$ cat config.mk
export PLATFORM = sky130hd
export DESIGN_NAME = note_scheduler
export DESIGN_NICKNAME = d
export VERILOG_FILES = /design/src/rtl/note_scheduler.sv
export SDC_FILE = /design/constraint.sdc
export NUM_CORES = 1
export LEC_CHECK = 0
export CORE_MARGIN = 3
export CORE_UTILIZATION = 60
export CTS_CLUSTER_DIAMETER = 60
export DETAILED_ROUTE_END_ITERATION = 8
export GPL_TIMING_DRIVEN = 0
export PLACE_DENSITY = 0.85
export SETUP_SLACK_MARGIN = 0.15
export SYNTH_ARGS = -nofsm -noshare
export SYNTH_HDL_FRONTEND = slang
export SYNTH_SLANG_ARGS = --single-unit
$ cat constraint.sdc
create_clock -name board_clk -period 8.4 [get_ports board_clk]
set_clock_uncertainty 0.1 [all_clocks]
set_input_delay 1.26 -clock board_clk [delete_from_list [all_inputs] [get_ports board_clk]]
set_output_delay 1.26 -clock board_clk [all_outputs]
set_load 0.05 [all_outputs]
$ cat src/rtl/note_scheduler.sv
// Round sequencer for the three-lane falling-note game: chart stepping, note scroll, hit judging.
// Optional MISS_PENALTY_EN: invalid button hits during a round cost the active player one point.
module note_scheduler #(
    parameter int unsigned TICK_DIV       = 2097152,
    parameter int unsigned STEPS_PER_BEAT = 64,
    parameter int unsigned CHART_LEN      = 8,
    parameter int unsigned HIT_Y          = 400,
    parameter int unsigned HIT_WIN        = 10,
    parameter int unsigned WIN_SCORE      = 10
) (
    input  logic        board_clk,
    input  logic        reset,
    input  logic        start,
    input  logic [2:0]  btn_hit,
    output logic [3:0]  chart_addr,
    input  logic [2:0]  chart_data,
    output logic [2:0]  note_active,
    output logic [29:0] note_pos,
    output logic [3:0]  p1_score,
    output logic [3:0]  p2_score,
    output logic [1:0]  state
);

    localparam int unsigned TW = (TICK_DIV > 1) ? $clog2(TICK_DIV) : 1;
    localparam int unsigned SW = (STEPS_PER_BEAT > 1) ? $clog2(STEPS_PER_BEAT) : 1;

    localparam logic [TW-1:0] TickLast  = TW'(TICK_DIV - 1);
    localparam logic [SW-1:0] StepLast  = SW'(STEPS_PER_BEAT - 1);
    localparam logic [3:0]    ChartLast = 4'(CHART_LEN - 1);
    localparam logic [3:0]    WinScore  = 4'(WIN_SCORE);
    localparam logic [9:0]    WinLo     = 10'(HIT_Y - HIT_WIN);
    localparam logic [9:0]    WinHi     = 10'(HIT_Y + HIT_WIN);

    typedef enum logic [1:0] {
        StQi    = 2'b00,
        StGame1 = 2'b01,
        StGame2 = 2'b10,
        StDone  = 2'b11
    } state_e;

    state_e           state_q, state_d;
    logic [TW-1:0]    tick_q, tick_d;
    logic [SW-1:0]    step_q, step_d;
    logic [3:0]       addr_q, addr_d;
    logic             drain_q, drain_d;
    logic [2:0]       act_q, act_d;
    logic [2:0][9:0]  pos_q, pos_d;
    logic [3:0]       p1_q, p1_d;
    logic [3:0]       p2_q, p2_d;
    logic [2:0]       btn_s1_q, btn_s2_q, btn_s3_q;

    logic       in_game, tick, spawn, round_end;
    logic [2:0] hit, valid;
    logic [1:0] n_valid;
    logic [3:0] cur_score, new_score;
    logic [4:0] raised, lowered;
`ifdef MISS_PENALTY_EN
    logic [2:0] invalid;
    logic [1:0] n_invalid;
`endif

    assign in_game = (state_q == StGame1) || (state_q == StGame2);
    assign tick    = in_game && (tick_q == TickLast);
    assign spawn   = tick && (step_q == '0) && !drain_q;
    assign hit     = btn_s2_q & ~btn_s3_q & {3{in_game}};

    assign round_end = (drain_q && (act_q == 3'b000)) ||
                       ((state_q == StGame1) && (p1_q == WinScore)) ||
                       ((state_q == StGame2) && (p2_q == WinScore));

    always_comb begin
        valid = 3'b000;
        for (int l = 0; l < 3; l++) begin
            valid[l] = hit[l] && act_q[l] && (pos_q[l] >= WinLo) && (pos_q[l] <= WinHi);
        end
    end

    assign n_valid   = {1'b0, valid[0]} + {1'b0, valid[1]} + {1'b0, valid[2]};
    assign cur_score = (state_q == StGame2) ? p2_q : p1_q;
    assign raised    = {1'b0, cur_score} + {3'b000, n_valid};

`ifdef MISS_PENALTY_EN
    assign invalid   = hit & ~valid;
    assign n_invalid = {1'b0, invalid[0]} + {1'b0, invalid[1]} + {1'b0, invalid[2]};
    assign lowered   = (raised < {3'b000, n_invalid}) ? 5'd0 : raised - {3'b000, n_invalid};
`else
    assign lowered   = raised;
`endif

    assign new_score = (lowered > {1'b0, WinScore}) ? WinScore : lowered[3:0];

    always_comb begin
        state_d = state_q;
        tick_d  = tick_q;
        step_d  = step_q;
        addr_d  = addr_q;
        drain_d = drain_q;
        act_d   = act_q;
        pos_d   = pos_q;
        p1_d    = p1_q;
        p2_d    = p2_q;

        unique case (state_q)
            StQi: begin
                tick_d = '0;
                if (start) begin
                    state_d = StGame1;
                    p1_d    = '0;
                    p2_d    = '0;
                    act_d   = '0;
                    pos_d   = '0;
                    addr_d  = '0;
                    step_d  = '0;
                    drain_d = 1'b0;
                end
            end
            StGame1, StGame2: begin
                if (!start || round_end) begin
                    tick_d  = '0;
                    step_d  = '0;
                    addr_d  = '0;
                    drain_d = 1'b0;
                    act_d   = '0;
                    pos_d   = '0;
                    if (!start) begin
                        state_d = StQi;
                    end else begin
                        state_d = (state_q == StGame1) ? StGame2 : StDone;
                    end
                end else begin
                    tick_d = tick ? '0 : tick_q + TW'(1);
                    // Order matters: scroll/miss, then hit clears, then spawn overrides.
                    for (int l = 0; l < 3; l++) begin
                        if (tick && act_q[l]) begin
                            if (pos_q[l] == WinHi) act_d[l] = 1'b0;
                            else                   pos_d[l] = pos_q[l] + 10'd1;
                        end
                        if (valid[l]) act_d[l] = 1'b0;
                        if (spawn && chart_data[l]) begin
                            act_d[l] = 1'b1;
                            pos_d[l] = '0;
                        end
                    end
                    if (spawn) begin
                        if (addr_q == ChartLast) drain_d = 1'b1;
                        else                     addr_d  = addr_q + 4'd1;
                    end
                    if (tick) begin
                        step_d = (step_q == StepLast) ? '0 : step_q + SW'(1);
                    end
                    if (state_q == StGame1) p1_d = new_score;
                    else                    p2_d = new_score;
                end
            end
            StDone: begin
                tick_d = '0;
                if (!start) state_d = StQi;
            end
            default: state_d = StQi;
        endcase
    end

    always_ff @(posedge board_clk or posedge reset) begin
        if (reset) begin
            state_q  <= StQi;
            tick_q   <= '0;
            step_q   <= '0;
            addr_q   <= '0;
            drain_q  <= 1'b0;
            act_q    <= '0;
            pos_q    <= '0;
            p1_q     <= '0;
            p2_q     <= '0;
            btn_s1_q <= '0;
            btn_s2_q <= '0;
            btn_s3_q <= '0;
        end else begin
            state_q  <= state_d;
            tick_q   <= tick_d;
            step_q   <= step_d;
            addr_q   <= addr_d;
            drain_q  <= drain_d;
            act_q    <= act_d;
            pos_q    <= pos_d;
            p1_q     <= p1_d;
            p2_q     <= p2_d;
            btn_s1_q <= btn_hit;
            btn_s2_q <= btn_s1_q;
            btn_s3_q <= btn_s2_q;
        end
    end

    assign chart_addr  = addr_q;
    assign note_active = act_q;
    assign note_pos    = pos_q;
    assign p1_score    = p1_q;
    assign p2_score    = p2_q;
    assign state       = state_q;

endmodule

==> metrics <==
status=finished, final reports clean; critical path's largest stage delay=0.59 ns; Synth Warn #=0; Setup crit end kind=flop; FFs w/ async S/R, synth=100%; Total Neg Setup Slack=0 ns; vias in the first global route=roughly 4100; critical path's slowest cell=fa_1; VDD IR-drop max=134 uV; Initial Util=63.8%; Clock Tree Buf Depth=2; syn_nets=548; Min-Delay Startpoint=btn_s1_q[2]; critical-path cell list=inv_1 -> ha_1 -> clkbuf_1 -> nand3b_1 -> a21oi_1 -> o211ai_1 -> fa_1 -> inv_1 -> ha_1 -> inv_1 -> fa_1 -> a211oi_1 -> o22a_1 -> nor2_1 -> mux2_2; clk slew on worst S/H paths=0.08 ns; routed wire length=11300 um; Post-Syn Area per Cell=roughly 9.1 sq um; cell taking the most area after synthesis=dfrtp_1; FF-to-FF End=p1_score[0]; Hold Path Class=reg2reg; Hold Buf Count CTS=0; Die Ht=95.0 um; CTS resizes=0; leakage=0.00228 uW; DRT iter0 DRCs=303; measured slew at the worst slew-check pin=about 0.86 ns; Hold EP=btn_s2_q[2]; hold_ws=about 0.26 ns; initial antenna violation count=0; CP Class=reg2reg; post-synthesis cell area=4750 sq um; H-tree depth=3; Post-Synth Simple-Gate Area=between 20% and 30%; Relative slew margins=approximately 42%; gpl congestion=0.886; Post-DP HPWL=8260 um; final slew viol count=0; share of cells above drive strength 1=5.40%; Crit path top cell by count=inv_1; Post-DRT Antenna Nets=0; Layout Area Growth over Synthesis=18.8%; largest net degree at the start of global routing=72; PwrDens=199 nW/um^2; hold path depth=0; Reg2Reg Depth=15; Synth Area in XOR/XNOR=just over 7%; Worst EP arrival=4.47 ns; RSZ-0062 raised after global routing=false; final routed DRC violation total=0; Worst path top cell family by delay=adder cells; CP Max Fanout=10; CTS tree=done; Top FF cell, synth=dfrtp_1; # diodes=0; fin crit share=51.5%; mux cell area share after synthesis=between 2 and 3%; Total GRT Usage=27.2%; Max Cap Viol=0; DRT Pass-1 Iters=5; Synth Area in Compound Gates=about an eighth; clock latency on the worst-skew pair=around 0.36 ns; share of the synthesized area in the top cell type=44.2%; Synth top cells by count=dfrtp_1, nor2_1, nand2_1; R2R Setup Slk=4.08 ns; global-route wire length before repair=19100 um; Cell Rows=31; Yosys reg bits=84; Setup crit start kind=flop; chip width=95.0 um; fmax=~230 MHz; via count=4226; final setup vio count=0; core area=7450 sq um; cts bufs inserted=9; Synth Area in Adders=under 10%; most frequent cell after synthesis=dfrtp_1; Net count, final=615; DIE AREA=9020 sq um; fillers=541; Distinct cells, synth=51; Clock Sinks=84; largest family of logic cells by synthesized area=simple AND/OR/NAND/NOR gates; port buffer count=between 50 and 60; Post-Synthesis Cells=521; synth top area cells=dfrtp_1, nor2_1, xnor2_1; # IOs=56; EDFF count, synth=0; Seq/Total Area, Yosys=44.2%; RR Startpoint=state[0]; remaining global-route overflow=0; Tmin final=4.32 ns; setup repair bufs after CTS=0; drt wl/cell=16.4 um; Final Hold Fails=0; CP Data Required Time=~8.5 ns; clock root cell=clkbuf_8; buffer and inverter count on the worst path=4; vias per std cell=around 6.1; total power=1120 uW
==> through the flow <==
step	instances	instance area, sq um	setup slack [ns]	util, %
after floorplan	521	4750	4.44	-
after global placement	675	5430	3.62	72.9
after detailed placement	676	5460	4.15	73.3
after CTS	692	5640	4.12	75.8
after global routing	692	5640	3.92	75.8
final	692	5640	4.08	75.8
==> placed cells by master, fill, tap and decap left out, types with 3 or more instances in the layout <==
cell type and count:
a211oi_1 4, a21o_1 5, a21oi_1 22, a31oi_1 6
and2_1 3, and3_1 11, and4_1 3, buf_6 3
clkbuf_1 10, clkbuf_8 11, clkdlybuf4s50_1 55, dfrtp_1 84
ha_1 16, inv_1 33, mux2_2 7, mux2i_1 6
nand2_1 40, nand2b_1 3, nand3_1 36, nand4_1 8
nand4b_1 5, nor2_1 66, nor3_1 25, nor4_1 11
o211ai_1 3, o21ai_0 22, o21ai_1 3, o221ai_1 3
o22ai_1 3, o41ai_1 4, or3_1 4, or4_1 5
xnor2_1 24, xor2_1 15
==> registers in the layout (all words and copies together) (netlist names) <==
register / cells
drain_q: 1
note_pos: 30
state: 2
btn_s3_q: 3
btn_s2_q: 3
chart_addr: 4
p2_score: 4
p1_score: 4
tick_q: 21
note_active: 3
btn_s1_q: 3
step_q: 6
==> final cells by class <==
type / count / area (sq um) / area share (%)
clock inverter: 4 / 32.5 / 0.576
clock buffer: 12 / 155 / 2.75
sequential: 84 / 2100 / 37.2
multi-input combinational: 391 / 2450 / 43.5
buffer: 12 / 67.6 / 1.20
inverter: 34 / 130 / 2.31
timing repair buffer: 56 / 578 / 10.2
tap: 99 / 124 / 2.19
==> power breakdown <==
part           total [uW]  switching, uW  internal, uW  leakage (uW)
registers             447           23.7           424       0.00114
clock network         274            149           125     0.0000892
logic                 401            286           115       0.00105
==> worst max path at each step <==
| stage | start | endpoint | slack (ns) | depth (start not counted) |
|---|---|---|---|---|
| 5_1_grt | state[1] | p1_score[0] | 3.92 | 15 |
| 6_report | state[0] | p1_score[0] | 4.08 | 15 |
| 3_5_place_dp | state[0] | p1_score[0] | 4.15 | 15 |
| 4_1_cts | state[0] | p1_score[0] | 4.12 | 15 |
| 2_1_floorplan | state[0] | p1_score[0] | 4.44 | 15 |
| 3_3_place_gp | reset | note_pos[5] | 3.62 | 2 |
==> cell families after synthesis <==
logic type	Yosys count
AND/OR/NAND/NOR	233
AO/OA/AOI/OAI	88
flip-flops	84
buffers and inverters	46
XOR/XNOR	39
adder cells (fa/ha/maj)	18
multiplexers	13
==> metal layers <==
metal  up-vias  GRT usage, %  routed length, um  part of all wire [%]
met5         -             0                  0                     0
met4         0          9.74                332                   2.9
met3        41          6.77                665                   5.9
met2       163          44.9               5480                    48
met1      2018          34.8               4860                    43
li1       2004             -                  -                     -
No activity file was read; power rests on OpenSTA's default activity.
